File: src/rtl/decodificador_serial_pkg.sv
// decodificador_pkg: shared FSM states, 7-segment patterns and frame constants.
// Segment constants are active-high a..g in [0:6] order; the display outputs invert them.
package decodificador_pkg;
  typedef enum logic [2:0] {IDLE, START, DATA, PARITY, STOP} state_t;
  localparam logic [0:6] SEG_0 = 7'b1111110;
  localparam logic [0:6] SEG_1 = 7'b0110000;
  localparam logic [0:6] SEG_2 = 7'b1101101;
  localparam logic [0:6] SEG_3 = 7'b1111001;
  localparam logic [0:6] SEG_4 = 7'b0110011;
  localparam logic [0:6] SEG_5 = 7'b1011011;
  localparam logic [0:6] SEG_6 = 7'b1011111;
  localparam logic [0:6] SEG_7 = 7'b1110000;
  localparam logic [0:6] SEG_8 = 7'b1111111;
  localparam logic [0:6] SEG_9 = 7'b1110011;
  localparam logic [0:6] SEG_DASH = 7'b0000001;
  localparam logic [0:6] SEG_OFF = 7'b0000000;
  localparam int FRAME_BITS = 7;
  function automatic logic [0:6] seg_of(input logic [3:0] d);
    return d == 4'd0 ? SEG_0 : d == 4'd1 ? SEG_1 : d == 4'd2 ? SEG_2 :
           d == 4'd3 ? SEG_3 : d == 4'd4 ? SEG_4 : d == 4'd5 ? SEG_5 :
           d == 4'd6 ? SEG_6 : d == 4'd7 ? SEG_7 : d == 4'd8 ? SEG_8 :
           d == 4'd9 ? SEG_9 : SEG_OFF;
  endfunction
endpackage

File: src/rtl/decodificador_serial_if.sv
// decodificador_serial_if: serial link and decoded/display outputs of the receiver.
// slave: the receiver (drives code/ready/frame_ok/erro/dse/dsd); master: line driver and observer.
interface decodificador_serial_if;
  logic serial_in;
  logic [3:0] code;
  logic ready;
  logic frame_ok;
  logic erro;
  logic [0:6] dse;
  logic [0:6] dsd;
  modport master(output serial_in, input code, ready, frame_ok, erro, dse, dsd);
  modport slave(input serial_in, output code, ready, frame_ok, erro, dse, dsd);
endinterface

File: src/rtl/seg7_digito.sv
// seg7_digito: decimal digit 0..9 to active-low 7-segment pattern.
// Ports: digito (4-bit digit in), seg ([0:6] segments a..g, active-low; blank above 9).
module seg7_digito
  import decodificador_pkg::*;
(
  input  logic [3:0] digito,
  output logic [0:6] seg
);
  assign seg = ~seg_of(digito);
endmodule

File: src/rtl/decodificador_serial.sv
// decodificador_serial: serial frame receiver with even-parity/stop check and 2-digit display.
// Ports: clk, reset (async active-high), bus (slave modport: serial_in in; code, ready,
// frame_ok, erro, dse, dsd out). Frame: start(1), S3..S0, even parity, stop(0).
module decodificador_serial
  import decodificador_pkg::*;
#(
  parameter int BIT_CYCLES = 4
) (
  input logic clk,
  input logic reset,
  decodificador_serial_if.slave bus
);
  localparam int CW = (BIT_CYCLES > 2) ? $clog2(BIT_CYCLES) : 1;
  localparam int DATA_BITS = FRAME_BITS - 3;
  localparam logic [CW-1:0] HALF = CW'(BIT_CYCLES / 2 - 1);
  localparam logic [CW-1:0] FULL = CW'(BIT_CYCLES - 1);
  state_t state;
  logic [CW-1:0] cnt;
  logic [1:0] idx;
  logic [3:0] shreg;
  logic par_bit;
  logic pend;
  logic pend_ok;
  logic tick;
  logic ge10;
  logic [3:0] units;
  logic [0:6] units_seg;
  logic [0:6] tens_seg;
  assign tick = cnt == '0;
  assign ge10 = shreg >= 4'd10;
  assign units = ge10 ? shreg - 4'd10 : shreg;
  seg7_digito u_units (.digito(units), .seg(units_seg));
  seg7_digito u_tens (.digito({3'b000, ge10}), .seg(tens_seg));
  // Every sample point sits mid-bit: START waits half a bit, later bits a full bit each.
  always_ff @(posedge clk or posedge reset) begin
    if (reset) begin
      state <= IDLE;
      cnt <= '0;
      idx <= '0;
      shreg <= '0;
      par_bit <= 1'b0;
      pend <= 1'b0;
      pend_ok <= 1'b0;
    end else begin
      pend <= 1'b0;
      case (state)
        IDLE: if (bus.serial_in) begin
          state <= START;
          cnt <= HALF;
        end
        START: if (!tick) cnt <= cnt - 1'b1;
        else if (!bus.serial_in) state <= IDLE;
        else begin
          state <= DATA;
          cnt <= FULL;
          idx <= 2'(DATA_BITS - 1);
        end
        DATA: if (!tick) cnt <= cnt - 1'b1;
        else begin
          shreg <= {shreg[2:0], bus.serial_in};
          cnt <= FULL;
          idx <= idx - 1'b1;
          if (idx == 2'd0) state <= PARITY;
        end
        PARITY: if (!tick) cnt <= cnt - 1'b1;
        else begin
          par_bit <= bus.serial_in;
          cnt <= FULL;
          state <= STOP;
        end
        STOP: if (!tick) cnt <= cnt - 1'b1;
        else begin
          state <= IDLE;
          pend <= 1'b1;
          pend_ok <= !bus.serial_in && ((^shreg) == par_bit);
        end
        default: state <= IDLE;
      endcase
    end
  end
  // Results land one edge after the stop sample, while the FSM already listens in IDLE.
  always_ff @(posedge clk or posedge reset) begin
    if (reset) begin
      bus.code <= '0;
      bus.ready <= 1'b0;
      bus.frame_ok <= 1'b0;
      bus.erro <= 1'b0;
      bus.dse <= ~SEG_DASH;
      bus.dsd <= ~SEG_DASH;
    end else begin
      bus.frame_ok <= pend && pend_ok;
      if (pend && pend_ok) begin
        bus.code <= shreg;
        bus.ready <= 1'b1;
        bus.erro <= 1'b0;
        bus.dse <= ge10 ? tens_seg : ~SEG_OFF;
        bus.dsd <= units_seg;
      end else if (pend) begin
        bus.erro <= 1'b1;
        bus.dse <= ~SEG_DASH;
        bus.dsd <= ~SEG_DASH;
      end
    end
  end
endmodule

File: src/flat_wrapper.sv
// flat-port wrapper written by rule: the top's interface ports become plain ports
module decodificador_serial_flat import decodificador_pkg::*;
#(
  parameter int BIT_CYCLES = 4
)
  (clk, reset, bus_serial_in, bus_code, bus_ready, bus_frame_ok, bus_erro, bus_dse, bus_dsd);
  decodificador_serial_if bus_i ();
  input logic clk;
  input logic reset;
  input wire logic [$bits(bus_i.serial_in)-1:0] bus_serial_in;
  output wire logic [$bits(bus_i.code)-1:0] bus_code;
  output wire logic [$bits(bus_i.ready)-1:0] bus_ready;
  output wire logic [$bits(bus_i.frame_ok)-1:0] bus_frame_ok;
  output wire logic [$bits(bus_i.erro)-1:0] bus_erro;
  output wire logic [$bits(bus_i.dse)-1:0] bus_dse;
  output wire logic [$bits(bus_i.dsd)-1:0] bus_dsd;
  assign bus_i.serial_in = bus_serial_in;
  assign bus_code = bus_i.code;
  assign bus_ready = bus_i.ready;
  assign bus_frame_ok = bus_i.frame_ok;
  assign bus_erro = bus_i.erro;
  assign bus_dse = bus_i.dse;
  assign bus_dsd = bus_i.dsd;
  decodificador_serial #(.BIT_CYCLES(BIT_CYCLES)) u_core (.clk(clk), .reset(reset), .bus(bus_i));
endmodule
File: config.mk
export PLATFORM = sky130hd
export DESIGN_NAME = decodificador_serial_flat
export DESIGN_NICKNAME = d
export VERILOG_FILES = /design/src/rtl/decodificador_serial_pkg.sv /design/src/rtl/decodificador_serial_if.sv /design/src/rtl/seg7_digito.sv /design/src/rtl/decodificador_serial.sv /design/src/flat_wrapper.sv
export SDC_FILE = /design/constraint.sdc
export NUM_CORES = 1
export LEC_CHECK = 0
export CAP_MARGIN = 30
export CORE_AREA = 2 2 63 65
export CTS_CLUSTER_DIAMETER = 60
export DETAILED_ROUTE_END_ITERATION = 8
export DIE_AREA = 0 0 65 67
export DONT_BUFFER_PORTS = 1
export PLACE_DENSITY = 0.6
export RECOVER_POWER = 50
export SLEW_MARGIN = 30
export SYNTH_ARGS = -nofsm -noshare
export SYNTH_HDL_FRONTEND = slang
export SYNTH_SLANG_ARGS = --single-unit
File: constraint.sdc
create_clock -name clk -period 3 [get_ports clk]
set_input_delay 0.45 -clock clk [delete_from_list [all_inputs] [get_ports clk]]
set_output_delay 0.45 -clock clk [all_outputs]
set_load 0.01 [all_outputs]
Yosys cells after proc, flatten, opt, wreduce, memory -nomap -nowiden
Index checks and enable logic that the tools add are counted.
- register bits: 35
- input bits: 3
- word-level logic and storage cells: 99
- add/sub/neg operators: 3
- order comparisons: 1
- equality and inequality tests: 23
- multiplexer cells: 38
- bitwise logic cells: 2
- reduce and logical (&&, ||, !) cells: 19
- operators with widths (cell ; number):
    $mux 7 ; 15
    $mux 3 ; 6
    $eq 4x3->1 const B ; 4
    $mux 2 ; 8
    $pmux 3 s5 ; 1
    $not 7->7 ; 2
    $ne 2x1->1 const B ; 5
    $eq 4x2->1 const B ; 2
    $eq 4x4->1 const B ; 2
    $logic_not 4->1 ; 2
    $pmux 2 s4 ; 1
    $reduce_and 4->1 ; 2
    $eq 3x2->1 const B ; 2
    $mux 6 ; 1
    $ne 2x2->1 const B ; 3
    $reduce_and 2->1 ; 3
    $reduce_and 6->1 ; 1
    $eq 4x1->1 const B ; 1
    $ge 4x4->1 const B ; 1
    $logic_not 2->1 ; 2
    $mux 1 ; 4
    $mux 4 ; 1
    $pmux 2 s2 ; 1
    $reduce_bool 2->1 ; 2
    other kinds (12) ; 14

Logic depth before layout (Yosys ltp)
Gate-level depths: netlist of the first run.
- word-level depth: 15
- gate-level depth with buffers: 9
- depth with buffers taken out: 7

Modules after synthesis
From an unflattened synthesis of the first run, not the netlist that was laid out.
- cells, all modules: 190
- area, all modules: 1974.4 µm²
- by module, submodules not included (module ; times used ; cells an instance ; area each (µm²) ; seq. area each (µm²)):
    decodificador_serial ; 1 ; 140 ; 1619.1 ; 890.9
    seg7_digito ; 2 ; 25 ; 177.7 ; 0.0

Worst setup path before layout of the first run
Ideal clock, no wire load.
- kind: register to register
- from: reg u_core.shreg[0]
- to: reg u_core.bus.dsd[6]
- arrival: 1805 ps
- path slack: 1050 ps
- cell stages (with the launch flop): 9
- buffers on the path: 1
- clock period less this slack: 1950 ps
- cells stage by stage: dfrtp_1 clkbuf_1 inv_1 ha_1 nor3_2 or4_4 and2_1 mux2i_1 o221ai_1
- longest elaborated chain between the ends: 15
- elaborated cells between the ends (all ways): 25
- ends and longest elaborated chain (item ; RTL line ; text):
    start, declared ; decodificador_serial.sv:20 ; logic [3:0] shreg;
    start signal, assigned ; decodificador_serial.sv:60 ; shreg <= {shreg[2:0], bus.serial_in};
    $sub 4x4->4 / $ge 4x4->1 (equally long branches) ; decodificador_serial.sv:31, decodificador_serial.sv:30 ;
    $mux 4 * ; decodificador_serial.sv:31 ; assign units = ge10 ? shreg - 4'd10 : shreg;
    $eq 4x4->1 ; decodificador_serial_pkg.sv:22 ; d == 4'd9 ? SEG_9 : SEG_OFF;
    $mux 7 ; decodificador_serial_pkg.sv:22 ;
    $mux 7 (3 in a row) ; decodificador_serial_pkg.sv:21 ; d == 4'd6 ? SEG_6 : d == 4'd7 ? SEG_7 : d == 4'd8 ? SEG_8 :
    $mux 7 (3 in a row) ; decodificador_serial_pkg.sv:20 ; d == 4'd3 ? SEG_3 : d == 4'd4 ? SEG_4 : d == 4'd5 ? SEG_5 :
    $mux 7 (2 in a row) ; decodificador_serial_pkg.sv:19 ; return d == 4'd0 ? SEG_0 : d == 4'd1 ? SEG_1 : d == 4'd2 ? SEG_2 :
    $mux 7 * ; decodificador_serial_pkg.sv:19 ;
    $not 7->7 * ; seg7_digito.sv:9 ; assign seg = ~seg_of(digito);
    $mux 7 * ; decodificador_serial.sv:92 ; if (pend && pend_ok) begin
    end signal, assigned ; decodificador_serial.sv:89 ; bus.dsd <= ~SEG_DASH;
    end signal, assigned ; decodificador_serial.sv:97 ; bus.dsd <= units_seg;
    end signal, assigned ; decodificador_serial.sv:101 ; bus.dsd <= ~SEG_DASH;
    end, declared ; decodificador_serial_if.sv:12 ; modport slave(input serial_in, output code, ready, frame_ok, erro, dse, dsd);
Mark *: on every way between the ends. The rest lies on a longest branch, timed or not.
A chain may end at the register's enable or synchronous reset.

Worst setup path after layout of the first run
- from: reg u_core.shreg[0]
- to: reg u_core.bus.dsd[3]
- longest elaborated chain between the ends: 14
- elaborated cells between the ends (all ways): 23
- ends and longest elaborated chain (item ; RTL line):
    $sub 4x4->4 / $ge 4x4->1 (equally long branches) ; decodificador_serial.sv:31, decodificador_serial.sv:30
    $mux 4 * ; decodificador_serial.sv:31
    $eq 4x4->1 ; decodificador_serial_pkg.sv:21
    $mux 7 (3 in a row) ; decodificador_serial_pkg.sv:21
    $mux 7 (3 in a row) ; decodificador_serial_pkg.sv:20
    $mux 7 (2 in a row) ; decodificador_serial_pkg.sv:19
    $mux 7 * ; decodificador_serial_pkg.sv:19
    $not 7->7 * ; seg7_digito.sv:9
    $mux 7 * ; decodificador_serial.sv:92
Marks and branches as above.

==> metrics.txt, run 1 <==
# TYPE chip_impl_metric gauge
chip_impl_metric{name="max_stage_delay",unit="ns"} 0.46
chip_impl_metric{name="postSynthAreaPerCell",unit="um^2"} 9.35
chip_impl_metric{name="cp_data_arrival_time",unit="ns"} 2.28
chip_impl_metric{name="max-clock-path-buffers",unit=""} 2
chip_impl_metric{name="ys_ff_latch",unit=""} 30
chip_impl_metric{name="fmax",unit="MHz"} 476
chip_impl_metric{name="max_slew.worst_pin.slew",unit="ns"} 0.838
chip_impl_info{name="synth-main-ff-cell",value="dfrtp_1"} 1
chip_impl_metric{name="vias",unit=""} 1126
chip_impl_metric{name="first_iter_violations",unit=""} 58
chip_impl_metric{name="synth-edff-count",unit=""} 0
chip_impl_metric{name="post_synth_num_cell_types",unit=""} 42
chip_impl_metric{name="setup_viol",unit=""} 0
chip_impl_metric{name="timing.final.max_slew_violations",unit=""} 0
chip_impl_metric{name="setup_slack",unit="ns"} 0.900
chip_impl_metric{name="synth.cell_area",unit="um^2"} 1600
chip_impl_metric{name="drcViolationCount",unit=""} 0
chip_impl_metric{name="antenna_cells",unit=""} 0
chip_impl_metric{name="layout-area-overhead-vs-synth",unit="%"} 6.26
chip_impl_info{name="setup.worst_path.start_class",value="flip-flop"} 1
chip_impl_metric{name="skew",unit="ns"} 0.00201
chip_impl_metric{name="finish.cell_count_without_fillers",unit=""} 218
chip_impl_metric{name="grt_usage",unit="%"} 14.9
chip_impl_info{name="crit_path_cell_trace",value="inv_1 > ha_1 > a211o_1 > o21a_1 > o211ai_1 > a21oi_2 > nor4_1"} 1
chip_impl_info{name="worstSetupEndpoint",value="u_core.bus.dsd[3]"} 1
chip_impl_metric{name="post-route-period-util",unit="%"} 70.0
chip_impl_metric{name="routedWlPerCell",unit="um"} 12.9
chip_impl_metric{name="grt-ovfl-total",unit=""} 0
chip_impl_metric{name="first_pass_grt_wire_length",unit="um"} 4940
chip_impl_metric{name="routed_wl",unit="um"} 2810
chip_impl_info{name="timing_worst_setup_path_type",value="reg -> reg"} 1
chip_impl_metric{name="power.density_cell_area",unit="nW/um^2"} 1050
chip_impl_metric{name="power.total",unit="mW"} 1.79
chip_impl_metric{name="die_width",unit="um"} 65
chip_impl_metric{name="gp_congestion",unit=""} 0.875
chip_impl_metric{name="die_area",unit="um^2"} 4360
chip_impl_metric{name="ff2ff_path_depth",unit=""} 7
chip_impl_metric{name="finish.utilization",unit="%"} 47.1
chip_impl_metric{name="via_per_inst",unit=""} 5.17
chip_impl_metric{name="synth-async-reset-ratio",unit="%"} 100
chip_impl_metric{name="htreeDepth",unit=""} 2
chip_impl_metric{name="cp.required",unit="ns"} 3.18
chip_impl_metric{name="fin_crit",unit="ns"} 2.10
chip_impl_metric{name="post_cts.resized_instances",unit=""} 0
chip_impl_metric{name="total_number_of_yosys_warnings",unit=""} 0
chip_impl_metric{name="holdWs",unit="ns"} 0.103
chip_impl_metric{name="dp_hpwl",unit="um"} 2050
chip_impl_metric{name="detail-route-antenna-nets",unit=""} 0
chip_impl_metric{name="dp.cells",unit=""} 210
chip_impl_metric{name="fin_setup_tns",unit="ns"} 0
chip_impl_metric{name="cts.clk_slew.worst_paths",unit="ns"} 0.06
chip_impl_info{name="r2r_start",value="u_core.shreg[0]"} 1
chip_impl_info{name="regToRegEndpoint",value="u_core.bus.dsd[3]"} 1
chip_impl_info{name="cpMaxStageDelayCell",value="dfrtp_1"} 1
chip_impl_metric{name="post_cts_hold_buffer_count",unit=""} 0
chip_impl_metric{name="max_cap_violations",unit=""} 0
chip_impl_metric{name="buffer_ports.inserted",unit=""} 0
chip_impl_metric{name="post-cts-setup-buffers",unit=""} 0
chip_impl_metric{name="sequential_element_share_of_the_synthesized_area",unit="%"} 47.5
chip_impl_info{name="clock_tree_from_tritoncts",value="built"} 1
chip_impl_metric{name="numClockSinks",unit=""} 30
chip_impl_metric{name="antenna_found_initial",unit=""} 0
chip_impl_metric{name="starting_density_of_the_core",unit="%"} 44.3
chip_impl_metric{name="clock_insertion_delay_worst_skew",unit="ns"} 0.27
chip_impl_info{name="status",value="complete, no violations"} 1
chip_impl_metric{name="flop_to_flop_setup_slack",unit="ns"} 0.90
chip_impl_info{name="critPathLaunch",value="u_core.shreg[0]"} 1
chip_impl_metric{name="final_hold_viol_count",unit=""} 0
chip_impl_info{name="worstSetupEndpointType",value="flip-flop"} 1
chip_impl_metric{name="fraction_of_final_layout_cells_with_drive_strength_greater_than_1",unit="%"} 14.1
chip_impl_metric{name="post-place-ws",unit="ns"} 0.903
chip_impl_info{name="rsz0062_at_grt",value="false"} 1
chip_impl_metric{name="leakage",unit="nW"} 0.773
chip_impl_metric{name="ir_worst_vdd",unit="mV"} 0.495
chip_impl_metric{name="finalNetCount",unit=""} 178
chip_impl_metric{name="drt_pre_antenna_iters",unit=""} 4
chip_impl_metric{name="grt_start_max_net_pins",unit=""} 17
chip_impl_metric{name="grt_pass1_vias",unit=""} 1133
chip_impl_metric{name="tritoncts.num_buffers",unit=""} 5
chip_impl_metric{name="rows",unit=""} 22
chip_impl_metric{name="final_area",unit="um^2"} 1700
chip_impl_metric{name="die_h",unit="um"} 67
chip_impl_metric{name="maximum_fanout_count_along_the_critical_path",unit=""} 12
chip_impl_metric{name="design.portCount",unit=""} 24
chip_impl_metric{name="detailed_place.area",unit="um^2"} 1610
chip_impl_info{name="min-delay-path-class",value="in -> async"} 1
chip_impl_metric{name="design.core.area",unit="um^2"} 3610
chip_impl_info{name="ctsRootBufferMaster",value="clkbuf_8"} 1
chip_impl_metric{name="worst_slew_margin_rel",unit="%"} 44.2
chip_impl_metric{name="synthCells",unit=""} 171
==> sequential cells by signal (all words and copies together) (netlist names) <==
signal,flops
u_core.bus.dsd,7
u_core.bus.code,4
u_core.shreg,4
u_core.state,3
u_core.bus.dse,2
u_core.cnt,2
u_core.idx,2
u_core.bus.erro,1
u_core.bus.frame_ok,1
u_core.bus.ready,1
u_core.par_bit,1
u_core.pend,1
u_core.pend_ok,1
==> worst min-delay path by stage <==
| stage | startpoint | depth (start not counted) | end | slack (ns) |
|---|---|---|---|---|
| after CTS | reset | 1 | u_core.bus.ready | 0.12 |
| after detailed placement | reset | 1 | u_core.bus.ready | 0.42 |
| after global routing | reset | 1 | u_core.bus.ready | 0.14 |
| final | reset | 1 | u_core.bus.ready | 0.10 |
| after floorplan | u_core.pend_ok | 1 | u_core.bus.dse[2] | 0.43 |
| after global placement | reset | 1 | u_core.bus.ready | 0.41 |
==> cells in the final DEF, fill, tap and decap left out, types with 2 or more instances in the layout <==
| master | count |
|---|---|
| clkbuf_8 | 6 |
| nand2b_1 | 2 |
| o211ai_1 | 3 |
| conb_1 | 4 |
| and2_1 | 2 |
| nand2_1 | 19 |
| ha_1 | 6 |
| nand3_1 | 3 |
| nor4_1 | 2 |
| a21oi_1 | 8 |
| mux2i_1 | 3 |
| a311oi_1 | 4 |
| clkbuf_1 | 2 |
| dfrtp_1 | 23 |
| nor2_1 | 16 |
| nor3_1 | 5 |
| o21ai_0 | 12 |
| dfstp_2 | 7 |
| a31oi_1 | 2 |
| inv_1 | 12 |
| xnor2_1 | 3 |
| mux2_2 | 4 |
| nor2b_1 | 2 |
==> worst max-delay path: cells and delay by family (launching register included) <==
family | cells | cell delay, ns
adder cells (fa/ha/maj) | 1 | 0.25
AND/OR/NAND/NOR | 1 | 0.29
buffers and inverters | 1 | 0.13
AO/OA/AOI/OAI | 4 | 0.86
flip-flops | 1 | 0.46
==> routing by layer <==
layer | GRT usage, % | part of all wire [%] | vias up
li1 | - | - | 581
met1 | 17.0 | 47 | 524
met3 | 5.74 | 4.2 | 2
met2 | 25.8 | 48 | 19
met4 | 4.79 | 0.43 | 0
met5 | 0 | 0 | -
==> kinds of logic (layout without fill, tap and decap cells) <==
kind of cell | after synthesis | count (layout) | synth area share, %
AND/OR/NAND/NOR | 57 | 57 | 17.1
XOR/XNOR | 3 | 3 | 1.64
AO/OA/AOI/OAI | 41 | 41 | 16.7
buffers and inverters | 26 | 22 | 7.43
multiplexers | 7 | 7 | 4.69
adder cells (fa/ha/maj) | 6 | 6 | 4.69
other | 1 | 4 | 0.235
flip-flops | 30 | 30 | 47.5
==> Yosys cell counts (4+ instances only) <==
master | instances | area share (%)
nand2_1 | 19 | 4.5
a311oi_1 | 4 | 2.2
buf_4 | 5 | 2.3
nor3_1 | 5 | 1.6
o21ai_0 | 12 | 3.8
a21oi_1 | 8 | 2.5
nor2_1 | 16 | 3.8
dfrtp_1 | 23 | 36
dfstp_2 | 7 | 12
ha_1 | 6 | 4.7
clkbuf_1 | 7 | 1.6
inv_1 | 12 | 2.8
mux2_2 | 4 | 2.8
==> cell type report <==
| type | instances | area, um^2 |
|---|---|---|
| flip-flops and latches | 30 | 759 |
| inverters | 12 | 45.0 |
| well taps | 48 | 60.1 |
| clock inverters | 1 | 5.00 |
| fillers | 357 | 1910 |
| repair buffers | 2 | 11.3 |
| clock buffers | 7 | 86.3 |
| multi-input cells | 118 | 732 |
==> power by group <==
group	total, mW	internal [mW]	switching [mW]
combinational	0.716	0.314	0.402
sequential	0.743	0.565	0.178
clock	0.329	0.185	0.144
No activity file was read; power rests on OpenSTA's default activity.
==> run 2: changes to the inputs <==
==> constraint.sdc (replaced) <==
create_clock -name clk -period 1.97 [get_ports clk]
set_input_delay 0.2955 -clock clk [delete_from_list [all_inputs] [get_ports clk]]
set_output_delay 0.2955 -clock clk [all_outputs]
set_load 0.01 [all_outputs]
==> run 2 against run 1 <==
Against the previous run: global-route usage up 2.0 points; clock power rose by 74%; critical path depth stayed put; worst hold slack gained 0.035 ns; via count is 7.5% higher; worst setup slack worse by 0.82 ns.
==> metrics.txt, run 2 (synthesis gave the netlist of run 1 again) <==
# TYPE chip_impl_metric gauge
chip_impl_metric{name="flop_to_flop_setup_slack",unit="ns"} 0.08
chip_impl_metric{name="p_clk_share",unit="%"} 19.4
chip_impl_metric{name="grt_start_max_net_pins",unit=""} 19
chip_impl_metric{name="skew",unit="ns"} 0.00410
chip_impl_metric{name="cp_data_arrival_time",unit="ns"} 2.03
chip_impl_info{name="min-delay-path-class",value="in -> reg"} 1
chip_impl_metric{name="first_pass_grt_wire_length",unit="um"} 5570
chip_impl_metric{name="finish.utilization",unit="%"} 50.4
chip_impl_metric{name="numClockSinks",unit=""} 30
chip_impl_metric{name="die_h",unit="um"} 67
chip_impl_metric{name="vias",unit=""} 1211
chip_impl_metric{name="post-cts-setup-buffers",unit=""} 0
chip_impl_info{name="regMostFlops",value="u_core.bus.dsd"} 1
chip_impl_metric{name="antenna_found_initial",unit=""} 0
chip_impl_metric{name="die_area",unit="um^2"} 4360
chip_impl_metric{name="dp_hpwl",unit="um"} 2360
chip_impl_metric{name="starting_density_of_the_core",unit="%"} 44.3
chip_impl_metric{name="grt_pass1_vias",unit=""} 1272
chip_impl_metric{name="first_iter_violations",unit=""} 63
chip_impl_metric{name="cts.clk_slew.worst_paths",unit="ns"} 0.06
chip_impl_metric{name="rows",unit=""} 22
chip_impl_metric{name="die_width",unit="um"} 65
chip_impl_metric{name="ir_worst_vdd",unit="mV"} 0.631
chip_impl_metric{name="holdWs",unit="ns"} 0.138
chip_impl_metric{name="detail-route-antenna-nets",unit=""} 0
chip_impl_metric{name="antenna_cells",unit=""} 0
chip_impl_metric{name="power.combinational.fraction",unit="%"} 43.5
chip_impl_metric{name="power.density_cell_area",unit="nW/um^2"} 1630
chip_impl_metric{name="grt-ovfl-total",unit=""} 0
chip_impl_metric{name="drcViolationCount",unit=""} 0
chip_impl_metric{name="buffer_ports.inserted",unit=""} 0
chip_impl_metric{name="fin_setup_tns",unit="ns"} 0
chip_impl_metric{name="dp.cells",unit=""} 219
chip_impl_metric{name="max-clock-path-buffers",unit=""} 2
chip_impl_metric{name="net-switching-power",unit="mW"} 1.15
chip_impl_info{name="setup.worst_path.start_class",value="flip-flop"} 1
chip_impl_info{name="layout_commonest_cell",value="dfrtp_1"} 1
chip_impl_metric{name="fin_crit",unit="ns"} 1.89
chip_impl_metric{name="timing.final.max_slew_violations",unit=""} 0
chip_impl_metric{name="htreeDepth",unit=""} 2
chip_impl_metric{name="via_per_inst",unit=""} 5.31
chip_impl_metric{name="switching_share",unit="%"} 39.0
chip_impl_info{name="clock_tree_from_tritoncts",value="built"} 1
chip_impl_metric{name="fraction_of_final_layout_cells_with_drive_strength_greater_than_1",unit="%"} 18.9
chip_impl_metric{name="largest_register_ff_count",unit=""} 7
chip_impl_metric{name="routed_wl",unit="um"} 3130
chip_impl_info{name="ctsRootBufferMaster",value="clkbuf_8"} 1
chip_impl_metric{name="power.sequential.fraction",unit="%"} 37.0
chip_impl_metric{name="layout-area-overhead-vs-synth",unit="%"} 13.6
chip_impl_metric{name="maximum_fanout_count_along_the_critical_path",unit=""} 4
chip_impl_info{name="worstSetupEndpointType",value="flip-flop"} 1
chip_impl_metric{name="design.portCount",unit=""} 24
chip_impl_metric{name="finish.cell_count_without_fillers",unit=""} 228
chip_impl_metric{name="cell_internal_pwr",unit="mW"} 1.80
chip_impl_metric{name="setup_viol",unit=""} 0
chip_impl_info{name="biggestRegsByFlops",value="u_core.bus.dsd (7), u_core.bus.code (4), u_core.shreg (4)"} 1
chip_impl_metric{name="finalNetCount",unit=""} 188
chip_impl_info{name="layout_common_cells",value="21 x dfrtp_1, 19 x nand2_1, 16 x nor2_1, 12 x inv_1, 12 x o21ai_0"} 1
chip_impl_info{name="status",value="complete, no violations"} 1
chip_impl_metric{name="fmax",unit="MHz"} 530
chip_impl_metric{name="grt_usage",unit="%"} 16.9
chip_impl_metric{name="tritoncts.num_buffers",unit=""} 5
chip_impl_metric{name="drt_pre_antenna_iters",unit=""} 4
chip_impl_metric{name="clock_insertion_delay_worst_skew",unit="ns"} 0.28
chip_impl_metric{name="post-route-period-util",unit="%"} 95.8
chip_impl_metric{name="leakage",unit="nW"} 0.820
chip_impl_metric{name="gp_congestion",unit=""} 0.817
chip_impl_metric{name="final_hold_viol_count",unit=""} 0
chip_impl_metric{name="cp.required",unit="ns"} 2.11
chip_impl_metric{name="fillCellCount",unit=""} 340
chip_impl_metric{name="routedWlPerCell",unit="um"} 13.7
chip_impl_metric{name="design.core.area",unit="um^2"} 3610
chip_impl_info{name="timing_worst_setup_path_type",value="reg -> reg"} 1
chip_impl_metric{name="max_cap_violations",unit=""} 0
## run 2: cell types whose count changed in the layout (fill, tap and decap cells not counted), moves of 2 or more
cell,delta
dfstp_1,+7
ha_2,+2
nor4_1,-2
buf_4,+9
clkbuf_1,-2
ha_1,-2
nor4_2,+2
clkbuf_8,+2
dfrtp_1,-2
dfrtp_2,+2
dfstp_2,-7
## run 2: critical path, stage by stage, from the launching register on
cell      delay [ns]
dfrtp_1         0.41
inv_1           0.13
ha_2            0.21
nor2_1          0.08
or4_4           0.44
and2_1          0.21
mux2i_1         0.15
o221ai_1        0.12
## run 2: metal layers
layer / routed length [um] / GRT usage [%] / vias up / share of wire (%)
met2: 1600 / 29.6 / 28 / 51
met5: 0 / 0 / - / 0
met1: 1300 / 18.4 / 579 / 41
met4: 52 / 6.91 / 0 / 1.7
li1: - / - / 597 / -
met3: 186 / 6.42 / 7 / 5.9
## run 2: metrics by stage
stage / setup slack [ns] / instance area [um^2] / power, mW
finish: 0.0822 / 1820 / 2.95
global route: -0.0254 / 1820 / 3.22
CTS: 0.0133 / 1800 / 2.98
detailed placement: 0.0312 / 1680 / 2.39
global placement: 0.0963 / 1680 / 2.33
floorplan: 0.0202 / 1610 / 2.05
## run 2: final timing paths
| check | from | end | depth (start not counted) |
|---|---|---|---|
| max in group asynchronous | reset | u_core.shreg[3] | 3 |
| hold reg to reg | u_core.idx[0] | u_core.idx[0] | 1 |
| min in group asynchronous | reset | u_core.bus.code[0] | 2 |
| setup reg to reg | u_core.shreg[2] | u_core.bus.dsd[6] | 7 |
| hold / removal | bus_serial_in | u_core.shreg[0] | 2 |
| setup / recovery | u_core.shreg[2] | u_core.bus.dsd[6] | 7 |
## run 2: power by group through the flow
stage          clock [mW]  sequential (mW)  combinational, mW
6_report            0.574             1.09               1.29
5_1_grt             0.624             1.13               1.46
4_1_cts             0.589             1.11               1.28
3_5_place_dp            0             1.12               1.27
3_3_place_gp            0             1.10               1.23
2_1_floorplan           0             1.03               1.02
## run 2: final cells by class
type,instances,area (um^2),area share [%]
well taps,48,60.1,3.31
flip-flops and latches,30,762,41.9
repair buffers,12,90.1,4.96
clock buffers,8,110,6.06
multi-input cells,118,749,41.3
inverters,12,45.0,2.48
## run 2: timing repair
item                       CTS  global route
hold buffers                 1             0
hold endpoints to repair     6             0
resized for setup            0             6
setup endpoints to repair    0             3
==> run 3: changes to the inputs <==
--- a/config.mk
+++ b/config.mk
@@ -11,6 +11,8 @@
 export DETAILED_ROUTE_END_ITERATION = 8
 export DIE_AREA = 0 0 65 67
 export DONT_BUFFER_PORTS = 1
+export GPL_ROUTABILITY_DRIVEN = 0
+export GPL_TIMING_DRIVEN = 1
 export PLACE_DENSITY = 0.6
 export RECOVER_POWER = 50
 export SLEW_MARGIN = 30
==> constraint.sdc (replaced) <==
create_clock -name clk -period 1.97 [get_ports clk]
set_input_delay 0.2955 -clock clk [delete_from_list [all_inputs] [get_ports clk]]
set_output_delay 0.2955 -clock clk [all_outputs]
set_load 0.05 [all_outputs]
==> run 3 against run 2 <==
Against the previous run: sequential power grew 28%; cell count is the same; critical path depth is the same; largest cell class unchanged; die area is the same; worst hold slack is the same.
==> metrics.txt, run 3 (synthesis gave the netlist of run 1 again) <==
# TYPE chip_impl_metric gauge
chip_impl_metric{name="grt_usage",unit="%"} 16.9
chip_impl_metric{name="largest_register_ff_count",unit=""} 7
chip_impl_info{name="layout_common_cells",value="21 x dfrtp_1, 19 x nand2_1, 16 x nor2_1, 12 x inv_1, 12 x o21ai_0"} 1
chip_impl_info{name="regToRegEndpoint",value="u_core.bus.dsd[6]"} 1
chip_impl_metric{name="ff2ff_path_depth",unit=""} 7
chip_impl_metric{name="post-route-period-util",unit="%"} 96.1
chip_impl_metric{name="grt_pass1_vias",unit=""} 1272
chip_impl_info{name="r2r_start",value="u_core.shreg[2]"} 1
chip_impl_metric{name="drcViolationCount",unit=""} 0
chip_impl_metric{name="die_area",unit="um^2"} 4360
chip_impl_metric{name="skew",unit="ns"} 0.00411
chip_impl_metric{name="die_h",unit="um"} 67
chip_impl_metric{name="maximum_fanout_count_along_the_critical_path",unit=""} 4
chip_impl_info{name="min-delay-path-class",value="in -> reg"} 1
chip_impl_metric{name="setup_viol",unit=""} 0
chip_impl_metric{name="design.portCount",unit=""} 24
chip_impl_info{name="setup.worst_path.start_class",value="flip-flop"} 1
chip_impl_metric{name="via_per_inst",unit=""} 5.29
chip_impl_metric{name="cp_data_arrival_time",unit="ns"} 2.03
chip_impl_metric{name="vias",unit=""} 1207
chip_impl_info{name="worstSetupEndpoint",value="u_core.bus.dsd[6]"} 1
chip_impl_info{name="ctsRootBufferMaster",value="clkbuf_8"} 1
chip_impl_metric{name="flop_to_flop_setup_slack",unit="ns"} 0.08
chip_impl_metric{name="rows",unit=""} 22
chip_impl_metric{name="clock_insertion_delay_worst_skew",unit="ns"} 0.28
chip_impl_metric{name="final_hold_viol_count",unit=""} 0
chip_impl_metric{name="max_cap_violations",unit=""} 0
chip_impl_metric{name="ir_worst_vdd",unit="mV"} 0.644
chip_impl_info{name="regMostFlops",value="u_core.bus.dsd"} 1
chip_impl_metric{name="first_pass_grt_wire_length",unit="um"} 5570
chip_impl_info{name="clock_tree_from_tritoncts",value="built"} 1
chip_impl_metric{name="antenna_found_initial",unit=""} 0
chip_impl_metric{name="fin_crit",unit="ns"} 1.89
chip_impl_metric{name="design.core.area",unit="um^2"} 3610
chip_impl_metric{name="starting_density_of_the_core",unit="%"} 44.3
chip_impl_metric{name="grt-ovfl-total",unit=""} 0
chip_impl_metric{name="finish.cell_count_without_fillers",unit=""} 228
chip_impl_metric{name="first_iter_violations",unit=""} 65
chip_impl_metric{name="leakage",unit="nW"} 0.828
chip_impl_metric{name="fraction_of_final_layout_cells_with_drive_strength_greater_than_1",unit="%"} 22.8
chip_impl_info{name="critPathLaunch",value="u_core.shreg[2]"} 1
chip_impl_metric{name="timing.final.max_slew_violations",unit=""} 0
chip_impl_info{name="layout_commonest_cell",value="dfrtp_1"} 1
chip_impl_metric{name="tritoncts.num_buffers",unit=""} 5
chip_impl_metric{name="fmax",unit="MHz"} 528
chip_impl_metric{name="detail-route-antenna-nets",unit=""} 0
chip_impl_metric{name="worst_slew_margin_rel",unit="%"} 65.5
chip_impl_metric{name="die_width",unit="um"} 65
chip_impl_metric{name="drt_pre_antenna_iters",unit=""} 4
chip_impl_metric{name="htreeDepth",unit=""} 2
chip_impl_info{name="worstSetupEndpointType",value="flip-flop"} 1
chip_impl_info{name="timing_worst_setup_path_type",value="reg -> reg"} 1
chip_impl_metric{name="detailed_place.area",unit="um^2"} 1680
chip_impl_metric{name="finalNetCount",unit=""} 188
chip_impl_metric{name="routed_wl",unit="um"} 3130
chip_impl_info{name="status",value="complete, no violations"} 1
chip_impl_metric{name="max-clock-path-buffers",unit=""} 2
chip_impl_metric{name="max_slew.worst_pin.slew",unit="ns"} 0.517
chip_impl_metric{name="antenna_cells",unit=""} 0
chip_impl_metric{name="grt_start_max_net_pins",unit=""} 19
chip_impl_info{name="biggestRegsByFlops",value="u_core.bus.dsd (7), u_core.bus.code (4), u_core.shreg (4)"} 1
chip_impl_metric{name="cts.clk_slew.worst_paths",unit="ns"} 0.06
chip_impl_metric{name="dp_hpwl",unit="um"} 2360
chip_impl_metric{name="cp.required",unit="ns"} 2.11
chip_impl_metric{name="final_area",unit="um^2"} 1820
chip_impl_metric{name="routedWlPerCell",unit="um"} 13.7
chip_impl_metric{name="numClockSinks",unit=""} 30
chip_impl_metric{name="power.density_cell_area",unit="nW/um^2"} 1800
chip_impl_metric{name="dp.cells",unit=""} 219
chip_impl_metric{name="buffer_ports.inserted",unit=""} 0
chip_impl_metric{name="layout-area-overhead-vs-synth",unit="%"} 13.6
## run 3: cell types whose count changed in the layout (fill, tap and decap cells not counted)
cell     change
dfstp_1      -7
dfstp_2      +7
## run 3: how the worst min path moves through the flow
stage                             start            endpoint  cells past startpoint
after CTS                 bus_serial_in     u_core.shreg[0]                      2
after global routing      bus_serial_in      u_core.par_bit                      1
after global placement            reset    u_core.bus.ready                      1
final                     bus_serial_in     u_core.shreg[0]                      2
after detailed placement          reset    u_core.bus.ready                      1
after floorplan                   reset  u_core.bus.code[0]                      1
## run 3: stage by stage
| stage | worst slack (ns) | util [%] | total power, mW | hold WS, ns | TNS [ns] |
|---|---|---|---|---|---|
| final | 0.0775 | 50.4 | 3.28 | 0.138 | 0 |
| after global routing | -0.0277 | 50.4 | 3.54 | 0.152 | -0.0352 |
| after CTS | 0.0133 | 49.9 | 3.29 | 0.128 | 0 |
| after detailed placement | 0.0312 | 46.6 | 2.70 | 0.230 | 0 |
| after global placement | 0.0963 | 46.6 | 2.64 | 0.212 | 0 |
| after floorplan | 0.0202 | - | 2.36 | 0.381 | 0 |
## run 3: timing repair
item	in CTS	in global routing
buffers inserted	0	0
hold endpoints to repair	6	0
gates resized for setup	0	6
endpoints found under the setup margin	0	3
hold buffers	1	0
## run 3: worst max-delay path, stage by stage (launching register included)
cell      delay (ns)
dfrtp_1         0.41
inv_1           0.13
ha_2            0.22
nor2_1          0.08
or4_4           0.44
and2_1          0.21
mux2i_1         0.15
o221ai_1        0.12
## run 3: report_power, final
part | leakage (nW) | total [mW] | internal, mW | switching [mW]
registers | 0.358 | 1.40 | 0.866 | 0.538
logic | 0.412 | 1.30 | 0.600 | 0.699
clock network | 0.0575 | 0.575 | 0.352 | 0.222
## run 3: cell type report
cell class | count | area [um^2]
fill | 340 | 1790
sequential | 30 | 762
multi-input combinational | 118 | 749
inverter | 12 | 45.0
timing repair buffer | 12 | 90.1
clock buffer | 8 | 110
tap | 48 | 60.1
## run 3: layer usage
metal	up-vias	track usage (%)	share of wire, %
met5	-	0	0
met4	0	6.91	1.7
met3	7	6.42	5.4
met2	25	29.6	51
met1	578	18.4	42
li1	597	-	-
